File: src/rtl/mesh_skew_pkg.sv
// Shared widths, per-lane beat record and FSM states for the mesh input skewer.
// The record types here are sized by the default widths; wider builds define matching local records.
package mesh_skew_pkg;

  localparam int A_W     = 8;
  localparam int BD_W    = 20;
  localparam int ID_W    = 3;
  localparam int SHIFT_W = 5;

  typedef struct packed {
    logic               dataflow;
    logic               propagate;
    logic [SHIFT_W-1:0] shift;
  } mesh_ctrl_t;

  typedef struct packed {
    logic            valid;
    logic [A_W-1:0]  a;
    logic [BD_W-1:0] b;
    logic [BD_W-1:0] d;
    logic [ID_W-1:0] id;
    logic            last;
    mesh_ctrl_t      ctrl;
  } lane_beat_t;

  typedef enum logic [1:0] {
    IDLE   = 2'd0,
    STREAM = 2'd1,
    DRAIN  = 2'd2
  } skew_state_e;

endpackage

File: src/rtl/skew_delay_line.sv
// DEPTH-stage register chain carrying one lane's beat record.
// Every stage shifts every cycle; reset clears the whole chain so nothing in flight survives.
module skew_delay_line #(
  parameter int  DEPTH = 1,
  parameter type T     = mesh_skew_pkg::lane_beat_t
) (
  input  logic clk,
  input  logic rst_n,
  input  T     in_data,
  output T     out_data
);

  T r_stage [DEPTH];

  always_ff @(posedge clk or negedge rst_n) begin
    if (!rst_n) begin
      for (int k = 0; k < DEPTH; k++) begin
        r_stage[k] <= '0;
      end
    end else begin
      r_stage[0] <= in_data;
      for (int k = 1; k < DEPTH; k++) begin
        r_stage[k] <= r_stage[k-1];
      end
    end
  end

  assign out_data = r_stage[DEPTH-1];

endmodule

File: src/rtl/mesh_input_skewer.sv
// Skews one row-beat per cycle into a diagonal wavefront (lane i delayed i+1 cycles) and
// holds off the next matmul until the final beat of the current one has cleared the last lane.
module mesh_input_skewer #(
  parameter int DIM     = 16,
  parameter int A_W     = mesh_skew_pkg::A_W,
  parameter int BD_W    = mesh_skew_pkg::BD_W,
  parameter int ID_W    = mesh_skew_pkg::ID_W,
  parameter int SHIFT_W = mesh_skew_pkg::SHIFT_W
) (
  input  logic                   clk,
  input  logic                   rst_n,
  input  logic                   in_valid,
  output logic                   in_ready,
  input  logic [DIM*A_W-1:0]     in_a,
  input  logic [DIM*BD_W-1:0]    in_b,
  input  logic [DIM*BD_W-1:0]    in_d,
  input  logic [ID_W-1:0]        in_id,
  input  logic                   in_last,
  input  logic                   in_dataflow,
  input  logic                   in_propagate,
  input  logic [SHIFT_W-1:0]     in_shift,
  output logic [DIM-1:0]         out_valid,
  output logic [DIM*A_W-1:0]     out_a,
  output logic [DIM*BD_W-1:0]    out_b,
  output logic [DIM*BD_W-1:0]    out_d,
  output logic [DIM*ID_W-1:0]    out_id,
  output logic [DIM-1:0]         out_last,
  output logic [DIM-1:0]         out_dataflow,
  output logic [DIM-1:0]         out_propagate,
  output logic [DIM*SHIFT_W-1:0] out_shift,
  output logic                   busy
);

  import mesh_skew_pkg::*;

  // Same layout as the package records, but sized by this instance's parameters.
  typedef struct packed {
    logic               dataflow;
    logic               propagate;
    logic [SHIFT_W-1:0] shift;
  } lane_ctrl_t;

  typedef struct packed {
    logic            valid;
    logic [A_W-1:0]  a;
    logic [BD_W-1:0] b;
    logic [BD_W-1:0] d;
    logic [ID_W-1:0] id;
    logic            last;
    lane_ctrl_t      ctrl;
  } lane_t;

  localparam int               CNT_W    = $clog2(DIM + 1);
  localparam logic [CNT_W-1:0] CNT_LOAD = CNT_W'(DIM);

  skew_state_e      r_state;
  skew_state_e      w_state_next;
  logic [CNT_W-1:0] r_cnt;
  logic [CNT_W-1:0] w_cnt_next;
  logic             w_fire;

  assign in_ready = (r_state != DRAIN);
  assign busy     = (r_state != IDLE);
  assign w_fire   = in_valid & in_ready;

  always_ff @(posedge clk or negedge rst_n) begin
    if (!rst_n) begin
      r_state <= IDLE;
      r_cnt   <= '0;
    end else begin
      r_state <= w_state_next;
      r_cnt   <= w_cnt_next;
    end
  end

  // Drain lasts DIM cycles: long enough for the last beat to leave the deepest lane.
  always_comb begin
    w_state_next = r_state;
    w_cnt_next   = r_cnt;
    case (r_state)
      IDLE, STREAM: begin
        if (w_fire) begin
          if (in_last) begin
            w_state_next = DRAIN;
            w_cnt_next   = CNT_LOAD;
          end else begin
            w_state_next = STREAM;
          end
        end
      end
      DRAIN: begin
        w_cnt_next = r_cnt - CNT_W'(1);
        if (r_cnt == CNT_W'(1)) begin
          w_state_next = IDLE;
        end
      end
      default: begin
        w_state_next = IDLE;
        w_cnt_next   = '0;
      end
    endcase
  end

  for (genvar gi = 0; gi < DIM; gi++) begin : g_lane
    lane_t w_lane_in;
    lane_t w_lane_out;

    assign w_lane_in = '{
      valid: w_fire,
      a:     in_a[gi*A_W +: A_W],
      b:     in_b[gi*BD_W +: BD_W],
      d:     in_d[gi*BD_W +: BD_W],
      id:    in_id,
      last:  in_last,
      ctrl:  '{dataflow: in_dataflow, propagate: in_propagate, shift: in_shift}
    };

    skew_delay_line #(
      .DEPTH (gi + 1),
      .T     (lane_t)
    ) u_delay (
      .clk      (clk),
      .rst_n    (rst_n),
      .in_data  (w_lane_in),
      .out_data (w_lane_out)
    );

    assign out_valid[gi]                   = w_lane_out.valid;
    assign out_a[gi*A_W +: A_W]            = w_lane_out.a;
    assign out_b[gi*BD_W +: BD_W]          = w_lane_out.b;
    assign out_d[gi*BD_W +: BD_W]          = w_lane_out.d;
    assign out_id[gi*ID_W +: ID_W]         = w_lane_out.id;
    assign out_last[gi]                    = w_lane_out.last;
    assign out_dataflow[gi]                = w_lane_out.ctrl.dataflow;
    assign out_propagate[gi]               = w_lane_out.ctrl.propagate;
    assign out_shift[gi*SHIFT_W +: SHIFT_W] = w_lane_out.ctrl.shift;
  end

endmodule

File: config.mk
export PLATFORM = sky130hd
export DESIGN_NAME = mesh_input_skewer
export DESIGN_NICKNAME = d
export VERILOG_FILES = /design/src/rtl/mesh_skew_pkg.sv /design/src/rtl/skew_delay_line.sv /design/src/rtl/mesh_input_skewer.sv
export SDC_FILE = /design/constraint.sdc
export NUM_CORES = 2
export LEC_CHECK = 0
export BUFFER_PORTS_ARGS = -buffer_cell sky130_fd_sc_hd__buf_2
export CAP_MARGIN = 20
export CELL_PAD_IN_SITES_DETAIL_PLACEMENT = 0
export CELL_PAD_IN_SITES_GLOBAL_PLACEMENT = 1
export CORE_AREA = 4 4 668 670
export CTS_CLUSTER_SIZE = 24
export DETAILED_ROUTE_END_ITERATION = 8
export DIE_AREA = 0 0 672 674
export PLACE_DENSITY_LB_ADDON = 0.12
export SYNTH_ARGS = -nofsm -noshare
export SYNTH_HDL_FRONTEND = slang
export SYNTH_SLANG_ARGS = --single-unit
export TNS_END_PERCENT = 100
File: constraint.sdc
create_clock -name clk -period 1.7 [get_ports clk]
set_input_delay 0.085 -clock clk [delete_from_list [all_inputs] [get_ports clk]]
set_output_delay 0.085 -clock clk [all_outputs]
set_load 0.01 [all_outputs]
-- Word level (Yosys, flattened, before mapping)
Cells that the tools add are included.
- add/sub/neg operators: 1
- eq/ne operators: 7
- multiplexer cells: 7
- bitwise gates (word level): 1
- reduce and logical (&&, ||, !) cells: 5
- operators with widths (kind ; number):
    two-way mux 5 bit ; 2
    case mux 5 bit (2 select lines) ; 1
    inequality test 2 bit (second input constant) ; 4
    two-way mux 2 bit ; 3
    == test 5 x 1 -> 1 bit (second input constant) ; 1
    subtractor 5 x 1 -> 5 bit (second input constant) ; 1
    case mux 2 bit (2 select lines) ; 1
    AND reduction 2 bit ; 2
    == test 2 x 1 -> 1 bit (second input constant) ; 1
    == test 2 bit (second input constant) ; 1
    logical NOT 2 bit ; 1
    nonzero test 2 bit ; 1
    OR reduction 2 bit ; 1
    AND 1 bit ; 1
- register bits after elaboration: 6727
- bits of input ports: 782
- output and inout bits: 962

-- Longest topological paths before layout
- word-level depth: 4
- mapped depth: 5

-- Hierarchy
Synthesis repeated with hierarchy kept, for this count alone.
- cell total of the unflattened synthesis: 9097
- area total of the unflattened synthesis: 211312.7 µm²
- modules (own cells, without submodules) (module ; times used ; cells each ; area each (µm²) ; seq. area each (µm²)):
    skew_delay_line at g_lane[15].u_delay ; 1 ; 1020 ; 24473.5 ; 24023.0
    skew_delay_line at g_lane[14].u_delay ; 1 ; 960 ; 22972.0 ; 22521.6
    skew_delay_line at g_lane[13].u_delay ; 1 ; 900 ; 21470.6 ; 21020.2
    skew_delay_line at g_lane[12].u_delay ; 1 ; 840 ; 19969.2 ; 19518.7
    skew_delay_line at g_lane[11].u_delay ; 1 ; 780 ; 18467.7 ; 18017.3
    skew_delay_line at g_lane[10].u_delay ; 1 ; 720 ; 16966.3 ; 16515.8
    skew_delay_line at g_lane[9].u_delay ; 1 ; 660 ; 15464.8 ; 15014.4
    skew_delay_line at g_lane[8].u_delay ; 1 ; 600 ; 13963.4 ; 13513.0
    skew_delay_line at g_lane[7].u_delay ; 1 ; 540 ; 12462.0 ; 12011.5
    skew_delay_line at g_lane[6].u_delay ; 1 ; 480 ; 10960.5 ; 10510.1
    skew_delay_line at g_lane[5].u_delay ; 1 ; 420 ; 9459.1 ; 9008.6
    skew_delay_line at g_lane[4].u_delay ; 1 ; 360 ; 7957.6 ; 7507.2
    skew_delay_line at g_lane[3].u_delay ; 1 ; 300 ; 6456.2 ; 6005.8
    skew_delay_line at g_lane[2].u_delay ; 1 ; 240 ; 4954.8 ; 4504.3
    3 more rows ; -- ; -- ; -- ; --

-- Worst setup path after synthesis
OpenSTA, ideal clock, no wires.
- path kind: register to register
- start: reg r_cnt[0]
- end: reg r_cnt[4]
- library setup time: 0.079 ns
- arrival time: 1.247 ns
- data required time: 1.621 ns
- setup slack: 0.373 ns
- stages on the path, launching flop included: 6
- path buffers: 0
- period minus slack after synthesis: 1.327 ns
- cell sequence: dfrtp_1 > inv_1 > ha_1 > or3b_1 > a21oi_1 > a2bb2oi_1
- longest elaborated chain between the ends: 2
- RTL lines (item ; line ; text):
    start: declaration ; mesh_input_skewer.sv:58 ; logic [CNT_W-1:0] r_cnt;
    start signal: assignment ; mesh_input_skewer.sv:72 ; r_cnt <= w_cnt_next;
    subtractor 5 x 1 -> 5 bit ; mesh_input_skewer.sv:92 ; w_cnt_next = r_cnt - CNT_W'(1);
    case mux 5 bit (2 select lines) ; mesh_input_skewer.sv:80 ; case (r_state)
No other way between the ends.
A chain may end at the register's enable or synchronous reset.

-- Worst setup path in the final report
- start: reg r_state[1]
- end: out busy
- longest elaborated chain between the ends: 1
- RTL lines (item ; line ; text):
    start: declaration ; mesh_input_skewer.sv:56 ; skew_state_e r_state;
    start signal: assignment ; mesh_input_skewer.sv:71 ; r_state <= w_state_next;
    nonzero test 2 bit ; mesh_input_skewer.sv:63 ; assign busy = (r_state != IDLE);
    end: declaration ; mesh_input_skewer.sv:31 ; output logic busy
No other way between the ends.

==> flow_summary.toml <==
[run_status]
run_status = "finished with violations"
violations = "negative setup slack"

[route]
first_pass_iters = 4
drt-wirelength-per-cell_um = 18.2
drtAntennaViolNets = 0
vias = 69617
drtIter0Drc = 3330
routed_wl_um = 321000
via_per_inst = 3.96
drc = 0

[clock_tree]
clk_pin_slew_ns = 0.06
cts_sinks = 6727
clkLatencyLatePin_ns = 1.03
cts_buffer_depth = 4
cts_htree_levels = 6
cts_tree = "built"
clockRootBuffer = "clkbuf_16"
numCtsBuffers = 664

[synth]
synth-seq-cells = 6727
synth_area_mm2 = 0.175
synth.distinct_cells = 21
avgSynthCellArea_um2 = 22.9
synthTopCellsByArea = "dfrtp_1, buf_4, ha_1"
synth_top_area_cell = "dfrtp_1"
seq_area_frac_synth_pct = 96.0
yosysTopAreaCellShare_pct = 96.0
ys_warn_count = 0
syn_inst = 7670
syn_nets = 8454

[pwr]
powerDensity_mw_per_mm2 = 1420
p_leak_nw = 106
irDropWorstVdd_uv = 1060

[worst_setup_path]
cp_slowest_cell = "dfrtp_2"
cp_slowest_stage_delay_ns = 0.44
reg2reg_slack_ns = 0.14
cp-start-kind = "flip-flop"
path_cells = "or2_4 -> buf_6"
crit_arrival_ns = 1.81
worst_setup_path_end_kind = "output port"
crit_required_ns = 1.62
worstSetupPathType = "reg -> out"
critical_path.top_delay_family = "flip-flops"
crit_path_max_fanout = 4
crit_buf_inv = 1

[sta]
maxSlewHeadroom_pct = 62.0
setup_violations = 16
fmax_ghz = 0.527
min_period_ns = 1.90
finalHoldViolCount = 0
timing.hold.ws_ns = 0.232
setup_tns_ns = -0.749
slew_violations = 0
fin_crit_sh_pct = 112
skew_ns = 0.0704
tightestPinTransition_ns = 0.570
rsz0062_at_grt = "true"
fin_ws_ns = -0.199

[placed_design]
place_area_mm2 = 0.188
dpl.cell_count = 14706
place_ws_ns = 0.211
place_congestion = 0.790
hpwl_um = 214000
port_buffers = 1743

[floorplan]
initial_core_util_pct = 39.8
core_region_area_mm2 = 0.441
pin_count = 1744
design.die.area_mm2 = 0.453
die_w_um = 672
rows = 244
die_h_um = 674

[global_route]
grt_max_degree = 95
met3_usage_pct = 4.68
grt_pass1_vias = 79672
met2_usage_pct = 24.1
grt_pass1_wl_um = 492000
grt_use_met1_pct = 17.1
busiest_layer = "met2"
grt.total_usage_pct = 14.4
overflow = 0
grt_antenna_before_repair = 149

[cells_and_area]
drive_gt1_share_pct = 27.5
instances_no_fill = 17588
fill_cells = 35007
final_cell_area_mm2 = 0.231
multi_input_area_um2 = 188
area_growth_pct = 31.5
final_common_cell = "dfrtp_1"
fin_nets = 11891
seqCellArea_mm2 = 0.168
final_cell_mix = "dfrtp_1, dlygate4sd3_1, buf_2"

[min_path]
hp-class = "in -> reg"

[flow_run]
drv_cap = 0
registers in the layout, indices dropped and copies added, names as in the netlist:
signal	count
r_cnt	5
g_lane.u_delay.out_data	789
g_lane.u_delay.r_stage	5931
r_state	2
final timing paths:
check / startpoint / endpoint / depth (start not counted)
worst max-delay path: r_state[1] / busy / 2
worst min-delay path: in_d[137] / g_lane[6].u_delay.r_stage[388] / 3
worst max register to register: r_cnt[1] / r_cnt[4] / 5
worst min register to register: g_lane[15].u_delay.r_stage[433] / g_lane[15].u_delay.r_stage[373] / 0
max in group asynchronous: rst_n / g_lane[8].u_delay.r_stage[173] / 7
min in group asynchronous: rst_n / g_lane[8].u_delay.r_stage[227] / 4
cells in the mapped netlist:
cell type and count:
mux2_2 1, nand3_1 1, ha_1 2, nand2b_1 2, buf_4 912, inv_1 4
xnor2_1 1, o21bai_1 1, nor2_1 1, o21ai_0 4, nor3_1 1, dfrtp_1 6727
o21ai_1 1, o2bb2ai_1 1, or2_2 1, or4b_1 1, or3b_1 1, a21oi_1 2
nand2_1 4, and2_1 1, a2bb2oi_1 1
cells by family (layout without fill, tap and decap cells):
group | after synthesis | after routing | share of synthesized area [%]
multiplexers | 1 | 1 | 0.00642
AND/OR/NAND/NOR | 13 | 13 | 0.0414
XOR/XNOR | 1 | 1 | 0.00499
adder cells (fa/ha/maj) | 2 | 2 | 0.0143
other | 0 | 53 | 0
AO/OA/AOI/OAI | 10 | 10 | 0.0342
flip-flops | 6727 | 6727 | 96.0
buffers and inverters | 916 | 4877 | 3.91
routing by layer:
metal | vias to the layer above | part of all wire (%)
met4 | 86 | 4.8
li1 | 29843 | -
met5 | - | 0.18
met2 | 1836 | 51
met1 | 37054 | 37
met3 | 798 | 7.4
final cells by class:
type                    count  area share (%)
repair buffers           3683            13.9
flip-flops and latches   6727            73.0
diodes                     53          0.0575
inverters                   4         0.00651
well taps                5904            3.20
clock inverters           221            1.34
clock buffers             969            8.39
multi-input cells          27          0.0814
worst register-to-register path: stages (launching register included):
cell	delay, ns
dfrtp_1	0.39
inv_1	0.10
ha_1	0.18
or3b_1	0.39
a21oi_1	0.18
a2bb2oi_1	0.22
what timing repair did:
action                      CTS  global route
pin swaps                     0             0
hold endpoints to repair   7440             0
hold buffers               1563             0
setup endpoints to repair   960           761
gates cloned                  0             0
gates resized for setup     894            68
setup buffers                58            18
through the flow:
step	power [mW]	utilization, %
floorplan	175	-
global placement	182	42.8
detailed placement	182	42.8
CTS	334	52.2
global route	342	52.3
finish	328	52.3
report_power, final:
part | internal (mW) | switching [mW]
sequential | 168 | 2.57
combinational | 5.88 | 6.35
clock | 85.1 | 59.6
(Power assumes the default switching activity.)
